## src/rtl/mtr_drv_pkg.sv

```systemverilog
// Shared types and constants for the dual H-bridge PWM motor driver.
// spd_mag folds a signed speed command into an 11-bit duty magnitude.
package mtr_drv_pkg;

  localparam int PWM_W  = 11;
  localparam int PERIOD = 2048;

  typedef logic signed [11:0] spd_t;
  typedef enum logic {FWD = 1'b0, REV = 1'b1} dir_t;

  localparam logic [PWM_W-1:0] CNT_LAST = PWM_W'(PERIOD - 1);

  // -2048 has no 11-bit magnitude, so it saturates to full scale.
  function automatic logic [PWM_W-1:0] spd_mag(input spd_t spd);
    logic [11:0] raw;
    logic [11:0] abs_v;
    raw = spd;
    if (raw == 12'h800) begin
      spd_mag = {PWM_W{1'b1}};
    end else begin
      abs_v   = raw[11] ? (~raw + 12'd1) : raw;
      spd_mag = abs_v[PWM_W-1:0];
    end
  endfunction

endpackage

```

## src/rtl/mtr_drv_pwm_pair.sv

```systemverilog
// One motor's forward/reverse PWM pair: period-boundary latching of duty and
// direction, direction-change dead time, registered outputs, shutdown masking.
module mtr_drv_pwm_pair
  import mtr_drv_pkg::*;
#(
  parameter int DEAD = 32
) (
  input  logic             clk,
  input  logic             rst_n,
  input  logic [PWM_W-1:0] cnt,
  input  spd_t             spd,
  input  logic             shtdwn,
  output logic             frwrd,
  output logic             rev
);

  localparam logic [PWM_W-1:0] DEAD_C = PWM_W'(DEAD);

  logic [PWM_W-1:0] duty_q;
  dir_t             dir_q;
  dir_t             dir_new;
  logic             dead_q;
  logic             frwrd_q;
  logic             rev_q;
  logic             on;

  assign dir_new = spd[11] ? REV : FWD;
  // Dead time only gates the start of a period whose direction just flipped.
  assign on      = (cnt < duty_q) && !(dead_q && (cnt < DEAD_C));

  always_ff @(posedge clk or negedge rst_n) begin
    if (!rst_n) begin
      duty_q  <= '0;
      dir_q   <= FWD;
      dead_q  <= 1'b0;
      frwrd_q <= 1'b0;
      rev_q   <= 1'b0;
    end else begin
      frwrd_q <= on && (dir_q == FWD);
      rev_q   <= on && (dir_q == REV);
      if (cnt == CNT_LAST) begin
        duty_q <= spd_mag(spd);
        dir_q  <= dir_new;
        dead_q <= (dir_new != dir_q);
      end
    end
  end

  assign frwrd = frwrd_q & ~shtdwn;
  assign rev   = rev_q & ~shtdwn;

endmodule

```

## src/rtl/mtr_drv.sv

```systemverilog
// Dual motor driver top: shared period counter, overcurrent synchronizers,
// blanking-window qualification, consecutive-period counter and sticky shutdown.
module mtr_drv
  import mtr_drv_pkg::*;
#(
  parameter int DEAD      = 32,
  parameter int BLANK     = 128,
  parameter int OVR_LIMIT = 30
) (
  input  logic clk,
  input  logic rst_n,
  input  spd_t lft_spd,
  input  spd_t rght_spd,
  input  logic OVR_I_lft,
  input  logic OVR_I_rght,
  output logic PWM_frwrd_lft,
  output logic PWM_rev_lft,
  output logic PWM_frwrd_rght,
  output logic PWM_rev_rght,
  output logic OVR_I_shtdwn
);

  localparam int               OCW     = $clog2(OVR_LIMIT + 1);
  localparam logic [OCW-1:0]   OVR_MAX = OCW'(OVR_LIMIT);
  localparam logic [PWM_W-1:0] BLANK_C = PWM_W'(BLANK);

  logic [PWM_W-1:0] cnt;
  logic [1:0]       sync_lft;
  logic [1:0]       sync_rght;
  logic             ovr;
  logic             pwm_any;
  logic             qual;
  logic             ovr_seen;
  logic             ovr_hit;
  logic [OCW-1:0]   ovr_cnt;
  logic             shtdwn_q;

  assign ovr     = sync_lft[1] | sync_rght[1];
  assign pwm_any = PWM_frwrd_lft | PWM_rev_lft | PWM_frwrd_rght | PWM_rev_rght;
  // Overcurrent only counts once switching transients have settled.
  assign qual    = ovr && (cnt >= BLANK_C) && pwm_any;
  assign ovr_hit = ovr_seen | qual;

  always_ff @(posedge clk or negedge rst_n) begin
    if (!rst_n) begin
      cnt       <= '0;
      sync_lft  <= '0;
      sync_rght <= '0;
      ovr_seen  <= 1'b0;
      ovr_cnt   <= '0;
      shtdwn_q  <= 1'b0;
    end else begin
      cnt       <= cnt + 1'b1;
      sync_lft  <= {sync_lft[0], OVR_I_lft};
      sync_rght <= {sync_rght[0], OVR_I_rght};
      ovr_seen  <= (cnt == '0) ? qual : (ovr_seen | qual);
      if (cnt == CNT_LAST) begin
        if (!ovr_hit)                ovr_cnt <= '0;
        else if (ovr_cnt != OVR_MAX) ovr_cnt <= ovr_cnt + 1'b1;
      end
      if (ovr_cnt == OVR_MAX) shtdwn_q <= 1'b1;
    end
  end

  assign OVR_I_shtdwn = shtdwn_q;

  mtr_drv_pwm_pair #(.DEAD(DEAD)) u_lft (
    .clk    (clk),
    .rst_n  (rst_n),
    .cnt    (cnt),
    .spd    (lft_spd),
    .shtdwn (shtdwn_q),
    .frwrd  (PWM_frwrd_lft),
    .rev    (PWM_rev_lft)
  );

  mtr_drv_pwm_pair #(.DEAD(DEAD)) u_rght (
    .clk    (clk),
    .rst_n  (rst_n),
    .cnt    (cnt),
    .spd    (rght_spd),
    .shtdwn (shtdwn_q),
    .frwrd  (PWM_frwrd_rght),
    .rev    (PWM_rev_rght)
  );

endmodule

```

## config.mk

```make
export PLATFORM = sky130hd
export DESIGN_NAME = mtr_drv
export DESIGN_NICKNAME = d
export VERILOG_FILES = /design/src/rtl/mtr_drv_pkg.sv /design/src/rtl/mtr_drv_pwm_pair.sv /design/src/rtl/mtr_drv.sv
export SDC_FILE = /design/constraint.sdc
export NUM_CORES = 1
export LEC_CHECK = 0
export BUFFER_PORTS_ARGS = -buffer_cell sky130_fd_sc_hd__buf_2
export CORE_MARGIN = 2
export CORE_UTILIZATION = 40
export DETAILED_ROUTE_END_ITERATION = 12
export PLACE_DENSITY = 0.62
export REMOVE_ABC_BUFFERS = 1
export SYNTH_ARGS = -nofsm -noshare
export SYNTH_HDL_FRONTEND = slang
export SYNTH_SLANG_ARGS = --single-unit
```

## constraint.sdc

```tcl
create_clock -name clk -period 1.9 [get_ports clk]
set_input_delay 0.095 -clock clk [delete_from_list [all_inputs] [get_ports clk]]
set_output_delay 0.095 -clock clk [all_outputs]
set_load 0.1 [all_outputs]
```

After elaboration in Yosys (flattened, before gate mapping)
Index checks and enable logic that the tools add are counted.
{ "totals": {"input_bits": 28, "ff_bits": 52, "output_inout_bits": 5} }
{ "classes": {"n_lt_le_gt_ge": 4, "addsub": 4, "eq_ne": 8, "bitwise": 14, "reduce_logical": 14, "mux": 9} }
{ "ops": {"columns": ["operator", "n"], "rows": [
  ["$mux 11", 4],
  ["$add 11x1->11 const B", 3],
  ["$eq 12x12->1 const B", 2],
  ["$lt 11x11->1", 2],
  ["$not 11->11", 2],
  ["$eq 11x11->1 const B", 1],
  ["$ge 11x8->1 const B", 1],
  ["$logic_not 11->1", 1],
  ["$lt 11x6->1 const B", 1],
  ["$logic_and 1x1->1", 10],
  ["$mux 5", 2],
  ["$add 5x1->5 const B", 1],
  ["$eq 5x5->1 const B", 1],
  ["$ne 5x5->1 const B", 1],
  ["$or 1x1->1", 5],
  ["$and 1x1->1", 4],
  ["$mux 1", 3],
  ["$not 1->1", 3],
  ["$logic_not 1->1", 2],
  ["$ne 1x1->1", 2],
  ["$ne 2x1->1 const B", 1],
  ["$reduce_and 2->1", 1]
]} }

Depth between registers and ports, before layout
{ "depth": {"depth_word": 9, "depth_mapped": 7, "ltp_nobuf": 6} }

Hierarchy
A second synthesis with hierarchy kept.
{ "unflattened": {"hier_cells": 330, "area_unflattened_um2": 3190.6} }
{ "by_module_without_submodules": {"columns": ["mod", "cells_per_inst", "n_inst", "area_per_inst_um2", "seq_area_each_um2"], "rows": [
  ["mtr_drv_pwm_pair", 123, 2, 1097.3, 375.4],
  ["mtr_drv", 84, 1, 996.0, 550.5]
]} }

Least setup slack after synthesis
Ideal clock, no wire load.
{ "synth_timing": {"path_kind": "flip-flop to output port", "start": "register shtdwn_q (netlist: OVR_I_shtdwn)", "end": "output port PWM_frwrd_lft", "stages_incl_launch_ff": 2, "path_buffers": 0, "path_slack_ps": -459, "arrival_ps": 2264, "cell_sequence": "dfrtp_1 > nor2b_1"} }
{ "synth_via": {"elab_chain_cells": 2} }
{ "synth_rtl": {"columns": ["item", "line", "rtl"], "rows": [
  ["start: declaration", "mtr_drv.sv:36", "logic shtdwn_q;"],
  ["start signal: assignment", "mtr_drv.sv:51", "shtdwn_q <= 1'b0;"],
  ["start signal: assignment", "mtr_drv.sv:61", "if (ovr_cnt == OVR_MAX) shtdwn_q <= 1'b1;"],
  ["$not 1->1", "mtr_drv_pwm_pair.sv:49", "assign frwrd = frwrd_q & ~shtdwn;"],
  ["$and 1x1->1", "mtr_drv_pwm_pair.sv:49", null],
  ["end: declaration", "mtr_drv.sv:16", "output logic PWM_frwrd_lft,"]
]} }
No other way between the ends.

Worst setup path in the final report
{ "layout_timing": {"start": "register cnt[4]", "end": "register ovr_cnt[1]"} }
{ "layout_via": {"elab_chain_cells": 6} }
{ "layout_rtl": {"columns": ["item", "line", "rtl"], "rows": [
  ["start: declaration", "mtr_drv.sv:27", "logic [PWM_W-1:0] cnt;"],
  ["start signal: assignment", "mtr_drv.sv:53", "cnt <= cnt + 1'b1;"],
  ["$ge 11x8->1", "mtr_drv.sv:41", "assign qual = ovr && (cnt >= BLANK_C) && pwm_any;"],
  ["$logic_and 1x1->1 (2 in series)", "mtr_drv.sv:41", null],
  ["$or 1x1->1", "mtr_drv.sv:42", "assign ovr_hit = ovr_seen | qual;"],
  ["$ne 2x1->1 (no source line)", null, null],
  ["$reduce_and 2->1 (no source line)", null, null],
  ["end signal: assignment", "mtr_drv.sv:59", "else if (ovr_cnt != OVR_MAX) ovr_cnt <= ovr_cnt + 1'b1;"],
  ["end: declaration", "mtr_drv.sv:35", "logic [OCW-1:0] ovr_cnt;"]
]} }
Parallel ways exist; a longest one is shown, timed or not.
A chain may end at the register's enable or synchronous reset.

==> summary.md <==
| Metric | Value |
|---|---|
| Outcome | finished clean |
| Post-Route WL | 6.050 mm |
| Synth Instances | 300 |
| Total number of H-tree levels | 2 |
| Largest net degree at the start of global routing | 53 |
| Total track usage | 0.1577 |
| Fin worst setup slack | 0.1701 ns |
| Die area | between 8000 and 9000 um^2 |
| TritonCTS clock tree | built |
| Final Max Tran Viols | 0 |
| Max FO, Critical Path | 8 |
| Final Hold Fails | 0 |
| Clk buf depth | 2 |
| Synthesized area per cell | 10.15 um^2 |
| Clk network pwr share | 0.332 |
| Ant. Diodes | 0 |
| Syn Std Cell Area | 3045 um^2 |
| Register bit total from synthesis | 52 |
| Post-Place Setup Slack | 0.09195 ns |
| Area grow syn2layout | 14.91% |
| Row cnt | 31 |
| Post-synth cell types | 54 |
| FMAX | 0.5781 GHz |
| Most frequent cells in the layout | dfrtp_1, buf_2, inv_1 |
| Core Area | about 7300 um^2 |
| # clock sinks | 52 |
| Layout cells sized above 1 | 0.1837 |
| WS Path Type | reg2reg |
| YS warnings | 0 |
| Fin nets | 396 |
| Combinational power share | 0.090 |
| Buffers added on ports | 32 |
| Number of placed instances, taps included | 431 |
| Starting Density | 0.4154 |
| Power Density | 554.7 nW/um^2 |
| Worst-Margin Slew | 0.6597 ns |
| Skew-Pair Late Insertion Delay | just over 0.3 ns |
| Worst hold-check path type | in2reg |
| Routed Antenna Nets | 0 |
| DRC viols | 0 |
| First-pass GRT wire length | approximately 11 mm |
| Nature of the critical path endpoint | flop |
| I/O Pins | 33 |
| Setup bufs post-CTS | 0 |
| DP Wirelength | 4.569 mm |
| Maxcap violations | 0 |
| Post-synth ARST share | 1.000 |
| Routed via count | 2350 |
| Initial antenna violation count | 0 |
| Die height | 91.26 um |
| Vias in the first global route | 2313 |
| VDD IR max | 0.0002659 V |
| Number of enable flip-flop cells after synthesis | 0 |
| Fin cells | 442 |
| Sequential fraction of design power | 0.579 |
| Per-cell routed wire length | 13.69 um |
| TritonCTS Buffers | 5 |
| DRT Pass-1 Iters | 4 |
| Crit path DAT | 1.93 ns |
| Critical Path Source Type | flop |
| Sw frac | 0.2516 |
| Slew margin rel. | 0.5602 |
| Drt first-iter violations | 130 |
| Predominant post-synthesis flop cell | dfrtp_1 |
| Final Cycle Share | 0.9105 |
| Die span in x | around 91 um |
| RePlAce Congestion | 0.7866 |
| Most common cell after layout, fill and taps aside | dfrtp_1 |
| Post-layout min period | 1.730 ns |
| Sum Neg Setup Slack | 0 ns |
| Via density per instance | 5.317 |
| Sequential-to-total area share from yosys stat | 0.4273 |
| # setup viols final | 0 |
| Global route overflow | 0 |
| Worst clock skew | 0.009880 ns |
| Clock-pin slew on the worst setup and hold paths | 0.10 ns |
| P_sw | a little under 0.5 mW |
| RSZ-0062 raised after global routing | false |
| Root buffer cell | clkbuf_8 |
| Crit path required time | 2.10 ns |
| P_int | 1.453 mW |
| Lkg Pwr | approximately 1.7 nW |
[timing repair]
item                                   4_1_cts  5_1_grt
resized for setup                            0        2
hold buffers                                 3        0
endpoints found under the hold margin       54        0
setup endpoints to repair                    0       14
[area by class of cell]
| class | count | area (um^2) |
|---|---|---|
| clock buffer | 6 | 72.57 |
| clock inverter | 2 | 16.27 |
| fill | 687 | 3831 |
| inverter | 28 | 105.1 |
| multi-input combinational | 211 | 1609 |
| sequential | 52 | 1303 |
| tap | 99 | 123.9 |
| timing repair buffer | 44 | 270.3 |
[sequential cells by signal (all words and copies together), names as in the netlist, 2 cells and up]
register / count
cnt: 11
sync_lft: 2
sync_rght: 2
u_rght.duty_q: 11
u_lft.duty_q: 11
ovr_cnt: 5
[power by group through the flow]
stage               Sequential (mW)  Clock [mW]  Combinational (mW)
floorplan                      1.14           0              0.0789
finish                         1.12       0.644               0.174
global placement               1.15           0               0.168
CTS                            1.12       0.663               0.179
detailed placement             1.15           0               0.173
global route                   1.13       0.712               0.198
[layer usage]
metal / global-route usage / part of all wire / vias to the layer above
met4: 0.04167 / 0.012 / 0
met1: 0.2143 / 0.48 / 1147
met2: 0.2605 / 0.49 / 27
met3: 0.02739 / 0.023 / 7
met5: 0 / 0 / -
li1: - / - / 1169
[kinds of logic after synthesis]
family                   synth area share
AO/OA/AOI/OAI                      0.1832
XOR/XNOR                          0.07190
adder cells (fa/ha/maj)            0.1068
buffers and inverters             0.04683
flip-flops                         0.4273
multiplexers                     0.003287
AND/OR/NAND/NOR                    0.1606
[synthesized netlist by cell type, types with 6 or more instances]
| master | n | area, um^2 |
|---|---|---|
| nand3_1 | 12 | 60.06 |
| o21ai_0 | 9 | 45.04 |
| inv_1 | 28 | 105.1 |
| a22oi_1 | 12 | 90.09 |
| xor2_1 | 13 | 113.9 |
| nor2b_1 | 6 | 37.54 |
| a21oi_1 | 18 | 90.09 |
| o31ai_1 | 6 | 45.04 |
| nor2_1 | 11 | 41.29 |
| ha_1 | 26 | 325.3 |
| dfrtp_1 | 52 | 1301 |
| xnor2_1 | 12 | 105.1 |
| nand2_1 | 15 | 56.30 |
[metrics by stage]
stage,power (mW),utilization,cell area [um^2],hold slack [ns]
2_1_floorplan,1.224,-,3008,-0.2006
3_3_place_gp,1.314,0.4600,3372,0.2072
3_5_place_dp,1.319,0.4600,3372,0.2114
4_1_cts,1.965,0.4762,3491,0.05881
5_1_grt,2.035,0.4774,3500,0.07299
6_report,1.941,0.4774,3500,0.06540
[path summary, 6_finish.rpt]
check | from | to | slack [ns] | depth (start not counted)
max in group asynchronous | rst_n | cnt[2] | 0.99 | 3
min in group asynchronous | rst_n | ovr_cnt[4] | 0.42 | 3
worst min register to register | sync_lft[0] | sync_lft[1] | 0.36 | 0
worst min-delay path | rght_spd[0] | u_rght.duty_q[0] | 0.07 | 3
worst max register to register | cnt[4] | ovr_cnt[1] | 0.17 | 5
worst max-delay path | cnt[4] | ovr_cnt[1] | 0.17 | 5
[worst max-delay path, stage by stage, from the launching register on]
cell and delay [ns]:
dfrtp_1 0.47, and4_1 0.32, nand4_1 0.27, buf_4 0.26
o21bai_1 0.16, o2bb2ai_1 0.14
(Power assumes the default switching activity.)
